===== src/rtl/dbg_run_ctrl.sv =====
// Debounced run/step/breakpoint sequencer and browse-address control for the CPU debug unit.
// Optional macro DBG_AUTO_REPEAT_EN adds press-and-hold auto-repeat on the inc/dec buttons.
module dbg_run_ctrl #(
  parameter logic [15:0] DB_CYCLES  = 16'd50000,
  parameter logic [23:0] RPT_DELAY  = 24'd5000000,
  parameter logic [23:0] RPT_PERIOD = 24'd1000000
) (
  input  logic        clk_out1,
  input  logic        rst,
  input  logic        count,
  input  logic        step,
  input  logic        inc,
  input  logic        dec,
  input  logic        brk_set,
  input  logic [31:0] pc,
  output logic        cpu_en,
  output logic        halted,
  output logic        brk_armed,
  output logic [7:0]  addr,
  output logic [7:0]  bp_addr,
  output logic [15:0] step_cnt
);

  typedef enum logic [2:0] {IDLE, STEP_PULSE, STEP_WAIT, RUN, BRK_HALT} state_t;

  localparam int N_IN    = 5;
  localparam int I_COUNT = 0;
  localparam int I_STEP  = 1;
  localparam int I_INC   = 2;
  localparam int I_DEC   = 3;
  localparam int I_BRK   = 4;

  logic [N_IN-1:0] raw, sync1, sync2, db, db_prev, rise;
  logic [15:0]     db_cnt [N_IN];
  state_t          state;
  logic            skip, match, disarm;
  logic            addr_up, addr_dn;
  logic [7:0]      pc_word;
  logic            unused_bits;

  assign raw     = {brk_set, dec, inc, step, count};
  assign rise    = db & ~db_prev;
  assign pc_word = pc[9:2];

  // A level only moves after the synced input has disagreed with it for DB_CYCLES cycles in a row.
  always_ff @(posedge clk_out1) begin
    if (rst) begin
      sync1   <= '0;
      sync2   <= '0;
      db      <= '0;
      db_prev <= '0;
      for (int i = 0; i < N_IN; i++) db_cnt[i] <= '0;
    end else begin
      sync1   <= raw;
      sync2   <= sync1;
      db_prev <= db;
      for (int i = 0; i < N_IN; i++) begin
        if (sync2[i] != db[i]) begin
          if (db_cnt[i] == DB_CYCLES - 16'd1) begin
            db[i]     <= sync2[i];
            db_cnt[i] <= '0;
          end else begin
            db_cnt[i] <= db_cnt[i] + 16'd1;
          end
        end else begin
          db_cnt[i] <= '0;
        end
      end
    end
  end

  assign match  = brk_armed & ~skip & (pc_word == bp_addr);
  assign disarm = rise[I_BRK] & brk_armed & (bp_addr == addr);
  assign halted = (state == BRK_HALT);

  // The enable drops in the very cycle the breakpoint PC appears, so the CPU never clocks it.
  always_comb begin
    cpu_en = 1'b0;
    if (!rst) begin
      case (state)
        STEP_PULSE: cpu_en = 1'b1;
        RUN:        cpu_en = ~match;
        default:    cpu_en = 1'b0;
      endcase
    end
  end

  always_ff @(posedge clk_out1) begin
    if (rst) begin
      state <= IDLE;
      skip  <= 1'b0;
    end else begin
      case (state)
        IDLE:       if (db[I_COUNT]) state <= RUN;
                    else if (rise[I_STEP]) state <= STEP_PULSE;
        STEP_PULSE: state <= STEP_WAIT;
        STEP_WAIT:  if (!db[I_STEP]) state <= IDLE;
        RUN:        if (!db[I_COUNT]) state <= IDLE;
                    else if (match) state <= BRK_HALT;
        BRK_HALT:   if (disarm) state <= db[I_COUNT] ? RUN : IDLE;
                    else if (rise[I_STEP]) state <= STEP_PULSE;
                    else if (!db[I_COUNT]) state <= IDLE;
        default:    state <= IDLE;
      endcase
      // Skip lets a multicycle instruction at the breakpoint PC finish after a resume.
      if (rise[I_BRK]) skip <= 1'b0;
      else if (state == BRK_HALT && (rise[I_STEP] || !db[I_COUNT])) skip <= 1'b1;
      else if (pc_word != bp_addr) skip <= 1'b0;
    end
  end

`ifdef DBG_AUTO_REPEAT_EN
  logic [23:0] rpt_cnt [2];
  logic [1:0]  rpt_hold, rpt_started, rpt_fire;

  assign rpt_hold = {db[I_DEC] & ~db[I_INC], db[I_INC] & ~db[I_DEC]};

  always_comb begin
    rpt_fire = '0;
    for (int i = 0; i < 2; i++)
      rpt_fire[i] = rpt_hold[i] &
                    (rpt_started[i] ? (rpt_cnt[i] == RPT_PERIOD) : (rpt_cnt[i] == RPT_DELAY));
  end

  always_ff @(posedge clk_out1) begin
    if (rst) begin
      rpt_started <= '0;
      for (int i = 0; i < 2; i++) rpt_cnt[i] <= '0;
    end else begin
      for (int i = 0; i < 2; i++) begin
        if (!rpt_hold[i]) begin
          rpt_cnt[i]     <= '0;
          rpt_started[i] <= 1'b0;
        end else if (rpt_fire[i]) begin
          rpt_cnt[i]     <= 24'd1;
          rpt_started[i] <= 1'b1;
        end else begin
          rpt_cnt[i] <= rpt_cnt[i] + 24'd1;
        end
      end
    end
  end

  assign addr_up     = rise[I_INC] | rpt_fire[0];
  assign addr_dn     = rise[I_DEC] | rpt_fire[1];
  assign unused_bits = ^{pc[31:10], pc[1:0]};
`else
  assign addr_up     = rise[I_INC];
  assign addr_dn     = rise[I_DEC];
  assign unused_bits = ^{pc[31:10], pc[1:0], RPT_DELAY, RPT_PERIOD};
`endif

  always_ff @(posedge clk_out1) begin
    if (rst) begin
      brk_armed <= 1'b0;
      bp_addr   <= '0;
      addr      <= '0;
      step_cnt  <= '0;
    end else begin
      if (rise[I_BRK]) begin
        if (disarm) begin
          brk_armed <= 1'b0;
        end else begin
          bp_addr   <= addr;
          brk_armed <= 1'b1;
        end
      end
      if (addr_up && !addr_dn) addr <= addr + 8'd1;
      else if (addr_dn && !addr_up) addr <= addr - 8'd1;
      if (cpu_en && step_cnt != 16'hFFFF) step_cnt <= step_cnt + 16'd1;
    end
  end

endmodule


===== config.mk =====
export PLATFORM = sky130hd
export DESIGN_NAME = dbg_run_ctrl
export DESIGN_NICKNAME = d
export VERILOG_FILES = /design/src/rtl/dbg_run_ctrl.sv
export SDC_FILE = /design/constraint.sdc
export NUM_CORES = 1
export LEC_CHECK = 0
export BUFFER_PORTS_ARGS = -buffer_cell sky130_fd_sc_hd__buf_2
export CAP_MARGIN = 20
export CORE_UTILIZATION = 53
export DETAILED_ROUTE_END_ITERATION = 8
export HOLD_SLACK_MARGIN = 0.02
export PLACE_DENSITY_LB_ADDON = 0.1
export RECOVER_POWER = 25
export SLEW_MARGIN = 5
export SYNTH_ARGS = -nofsm -noshare
export SYNTH_HDL_FRONTEND = slang
export SYNTH_SLANG_ARGS = --single-unit

===== constraint.sdc =====
create_clock -name clk_out1 -period 2.2 [get_ports clk_out1]
set_input_delay 0.11 -clock clk_out1 [delete_from_list [all_inputs] [get_ports clk_out1]]
set_output_delay 0.11 -clock clk_out1 [all_outputs]
set_load 0.005 [all_outputs]

---- After elaboration in Yosys (flattened, before gate mapping) ----
Memories as Yosys holds them, arrays and structs flattened.
Index checks and enable logic that the tools add are counted.
word-level totals
  bits in writable memories ............... 80
  memories ................................ 1
  logic and storage cells ................. 177
  register bits ........................... 57
  output and inout bits ................... 35
  bits of input ports ..................... 39
operators by class
  reduce and logical (&&, ||, !) cells .... 19
  bitwise gates (word level) .............. 24
  equality and inequality tests ........... 22
  add/subtract/negate cells ............... 8
  mux-type cells .......................... 89
memory list
  name    words  bits a word  rd ports  clocked after Yosys merged registers in  write ports  RTL line  text
  db_cnt  5      16           5         0                                        5            34        logic [15:0] db_cnt [N_IN];
operators with widths
  kind                                                                 count
  16-bit 2-to-1 mux                                                    15
  16-bit by 1-bit adder with 16-bit output (second input constant)     6
  16-bit == test (second input constant)                               5
  1-bit 2-to-1 mux                                                     61
  3-bit 2-to-1 mux                                                     8
  8-bit == test                                                        2
  8-bit 2-to-1 mux                                                     2
  16-bit != test (second input constant)                               1
  1-bit OR                                                             15
  3-bit one-hot mux with 5 select lines                                1
  2-bit AND reduction                                                  6
  8-bit by 1-bit adder with 8-bit output (second input constant)       1
  8-bit != test                                                        1
  8-bit by 1-bit subtractor with 8-bit output (second input constant)  1
  3-bit by 2-bit == test with 1-bit output (second input constant)     2
  3-bit != test (second input constant)                                2
  5-bit bitwise AND                                                    1
  1-bit != test                                                        5
  5-bit NOT                                                            1
  1-bit bitwise AND                                                    4
  1-bit logical AND                                                    4
  4-bit by 2-bit != test with 1-bit output (second input constant)     1
  4-bit AND reduction                                                  1
  2-bit nonzero test                                                   2
  other kinds (10)                                                     14

---- Logic depth before layout (Yosys ltp) ----
  depth in word-level cells ............... 8
  depth in mapped cells ................... 10
  mapped depth without buffers ............ 10

---- Worst setup path after synthesis ----
OpenSTA, ideal clock, no wires.
  kind .................................... register to register
  start ................................... register db[2]
  end ..................................... register addr[7]
  period minus slack after synthesis ...... 2.253 ns
  setup time .............................. 0.071 ns
  slack ................................... -0.053 ns
  path buffers ............................ 0
  cell stages (with the launch flop) ...... 11
  required time ........................... 2.129 ns
  arrival ................................. 2.183 ns
  cell sequence ........................... dfxtp_1 > nor2b_1 > ha_1 > inv_1 > ha_1 > a21oi_1 > o211ai_1 > o41ai_1 > xnor2_1 > or3_1 > a21oi_1
on the way
  word-level cells in the longest chain between the ends .. 4
  elaborated cells between the ends (all ways) .. 6
  classes of those cells .................. mux: 1; bitwise: 1; reduce/logical: 4
RTL lines
  what                               RTL line  text
  from (decl)                        33        logic [N_IN-1:0] raw, sync1, sync2, db, db_prev, rise;
  from (signal, indexed assignment)  60        db[i] <= sync2[i];
  5-bit bitwise AND (*)              42        assign rise = db & ~db_prev;
  1-bit zero test                    169       else if (addr_dn && !addr_up) addr <= addr - 8'd1;
  1-bit logical AND                  169
  2-bit nonzero test (no line)       -
  to (signal assigned)               168       if (addr_up && !addr_dn) addr <= addr + 8'd1;
  to (signal assigned)               169
  to (decl)                          19        output logic [7:0] addr,
Mark *: on every way between the ends. The rest lies on a longest branch, timed or not.
A chain may end at the register's enable or synchronous reset.

---- Worst setup path in the final report ----
  start ................................... register db[3]
  end ..................................... register addr[7]
on the way
  word-level cells in the longest chain between the ends .. 4
  elaborated cells between the ends (all ways) .. 6
  classes of those cells .................. mux: 1; bitwise: 1; reduce/logical: 4
RTL lines
  what                                                    RTL line
  5-bit bitwise AND (*)                                   42
  1-bit zero test                                         168
  1-bit logical AND                                       168
  8-bit 2-to-1 mux or 2-bit nonzero test (tied branches)  -
Marked as above.

==> summary.md <==
| Metric | Value |
|---|---|
| Outcome | `finished, violations left` |
| Failing checks | `negative setup slack` |
| Die height | `roughly 120 um` |
| Total grt overflow | `0` |
| Dpl hpwl | `8952 um` |
| Max cap viols | `0` |
| Ant. Diodes | `0` |
| Ys Warns | `0` |
| Min Tclk post-route | `roughly 2.2 ns` |
| Final ANT Viol Nets | `0` |
| GPL Wtd Cong | `a little over 0.8` |
| Count of input and output buffers | `49` |
| CTS tree | `built` |
| RSZ-0062 raised after global routing | `true` |
| Largest net degree at the start of global routing | `42` |
| Final slew viol count | `0` |
| CP startpoint kind | `flop` |
| Req. time, crit path | `2.56 ns` |
| Vias in the first global route | `around 5100` |
| Residual DRC count | `0` |
| Total CTS buffers | `17` |
| FILL cells | `a little over 1000` |
| Total number of vias | `5249` |
| Seq/Total Area, Yosys | `between 50% and 60%` |
| Final hold vios | `0` |
| Die Wd | `around 120 um` |
| Crit path kind | `reg -> reg` |
| Met1 usage | `around 27%` |
| WL/cell | `between 10 and 15 um` |
| Post-synthesis async set-or-reset flop share | `0%` |
| Critical path fanouts, max | `6` |
| Area delta synth->final | `25.15%` |
| Post-synth cell types | `52` |
| Final Cycle Share | `100.0%` |
| Lkg Pwr | `3.313 nW` |
| Final setup fails | `1` |
| Clk sinks | `136` |
| M2 GR Usage | `34.92%` |
| Worst setup slack after layout | `-0.0005935 ns` |
| Fraction of layout cells with a size suffix above 1 | `between 10 and 15%` |
| Longest Clk Path Bufs | `2` |
| Peak supply drop | `around 0.47 mV` |
| First-pass GRT wire length | `about 23000 um` |
| Mean Syn Cell Area | `approximately 9.9 sq um` |
| PD cells | `767.2 nW/um^2` |
| Cell Rows | `41` |
| Crit. End Element | `flop` |
| Clk_lat worst skew | `~0.42 ns` |
| Area of the multi-input gates | `between 3000 and 4000 sq um` |
| Cell area after placement | `between 7000 and 8000 sq um` |
| Clk slew on worst S/H paths | `around 0.060 ns` |
| Die area | `approximately 13000 sq um` |
| DRT iter0 DRCs | `around 320` |
| Cell area after synthesis | `just under 7000 sq um` |
| Worst slew pin tran | `between 0.5 and 0.6 ns` |
| Routed vias/inst | `5.071` |
| #FFs+latches synth | `about 140` |
| Max Clock Skew | `0.005259 ns` |
| Crit path arrival time | `around 2.6 ns` |
| Post-route cell area | `8592 sq um` |
| Grt met3 use | `approximately 5%` |
| IO Pins | `74` |
| Clk root buf | `clkbuf_16` |
| Min-Delay Path Class | `in -> reg` |
| WL final | `roughly 13000 um` |
| Htree depth | `4` |
| Slew margin rel. | `65.89%` |
| Post-Syn Instances | `slightly below 700` |
| Core ar. | `roughly 13000 sq um` |
| Gr usage total | `21.75%` |
| FMAX | `454.4 MHz` |
| Initial Util | `54.40%` |
| Drt pass-1 iters | `4` |
| Reg area | `~3500 sq um` |
| Setup TNS | `-0.0005935 ns` |
| EDFF count, synth | `80` |
| Net count, final | `about 900` |
| GR peak layer | `met2` |
| Ys flop type | `edfxtp_1` |
| Initial antenna violation count | `0` |
-- final timing paths --
kind	start	end	slack (ns)	cells past startpoint
min	rst	sync1[4]$_SDFF_PP0_	0.24	3
min reg2reg	sync1[1]$_SDFF_PP0_	sync2[1]$_SDFF_PP0_	0.43	1
max	db[3]$_SDFFE_PP0P_	addr[7]$_SDFFE_PP0P_	-0.0006	10
max reg2reg	db[3]$_SDFFE_PP0P_	addr[7]$_SDFFE_PP0P_	-0.0006	10
-- registers in the layout (all words and copies together), names as in the netlist --
register / flops
addr: 8
bp_addr: 8
brk_armed: 1
db: 5
db_cnt: 80
db_prev: 4
skip: 1
state: 3
step_cnt: 16
sync1: 5
sync2: 5
-- logic make-up after synthesis --
kind of cell,count (synthesis),share of synthesized area [%]
simple gates,342,24.44
mux,11,1.640
xor+xnor,102,13.01
buf+inv,35,2.114
other cells,1,0.05462
flops,136,51.32
fa+ha+maj,14,2.661
compound gates,51,4.757
-- what timing repair did --
| action | in CTS | in global routing |
|---|---|---|
| resized for setup | 14 | 3 |
| endpoints found under the hold margin | 5 | 0 |
| pin swaps | 6 | 3 |
| setup endpoints to repair | 4 | 19 |
| buffers inserted | 2 | 2 |
| hold buffers | 5 | 0 |
-- where the power goes --
group | internal (W) | switching (W)
Combinational | 0.000230 | 0.000256
Clock | 0.00212 | 0.00106
Sequential | 0.00280 | 0.000119
-- through the flow --
step                      power, W  setup slack, ns  std cells  util, %  hold WS, ns
final                     0.006591       -0.0005935       1035    68.08       0.2430
after global routing      0.006835         -0.05266       1035    68.08       0.2667
after CTS                 0.006632         0.001661       1033    67.92       0.2343
after detailed placement  0.003430          -0.1762        994    61.39       0.3226
after global placement    0.003416         -0.04473        994    61.39       0.3189
after floorplan           0.003298          0.01032        771        -       0.2382
-- cell type report --
cell class | instances | share of cell area [%]
inverters | 14 | 0.6407
well taps | 172 | 2.505
multi-input cells | 600 | 41.79
repair buffers | 81 | 6.189
flip-flops and latches | 136 | 41.05
clock buffers | 21 | 5.985
clock inverters | 11 | 1.835
-- cells in the final DEF, fill, tap and decap left out, drive strengths merged, types with 9 or more instances in the layout --
master	instances
ha	13
xor2	41
xnor2	61
or3	12
dfxtp	56
nand2	55
nand4	22
mux2i	9
o21ai	11
a21oi	23
nor3	17
buf	73
nand3	34
inv	17
conb	80
clkbuf	24
nor2b	16
and3	17
nor2	130
edfxtp	80
-- synthesized netlist by cell type (all sizes together), types with 3 or more instances --
library cell	instances	area, sq um
nor2	130	488.0
o31ai	3	22.52
a21o	3	22.52
buf	6	36.29
nor2b	16	100.1
and4	4	35.03
nor4b	7	61.31
and3	17	106.4
clkbuf	15	56.30
a21oi	23	115.1
nand2	55	206.5
o21ai	11	55.05
nor4	6	37.54
dfxtp	56	1121
or4	3	23.77
or3	12	76.33
o211ai	3	22.52
ha	13	162.7
inv	14	52.55
mux2i	9	90.09
nor3	17	85.08
nand3	34	170.2
edfxtp	80	2402
xor2	41	359.1
nand4	22	137.6
nor3b	4	30.03
nand2b	6	37.54
xnor2	61	534.3
-- per-layer routing --
metal / part of all wire, % / vias up
li1: - / 2663
met1: 46 / 2463
met2: 48 / 93
met3: 3.0 / 30
met4: 2.8 / 0
met5: 0 / -
-- worst max-delay path, cell delays in order, from the launching register on --
cell and delay [ns]:
dfxtp_1 0.37, nand2b_4 0.07, ha_4 0.17, inv_4 0.12
ha_4 0.21, a21oi_2 0.18, o211ai_1 0.15, o41ai_2 0.29
xnor2_1 0.13, or3_1 0.31, a21oi_1 0.11
Power figures use the tool's default switching activity.
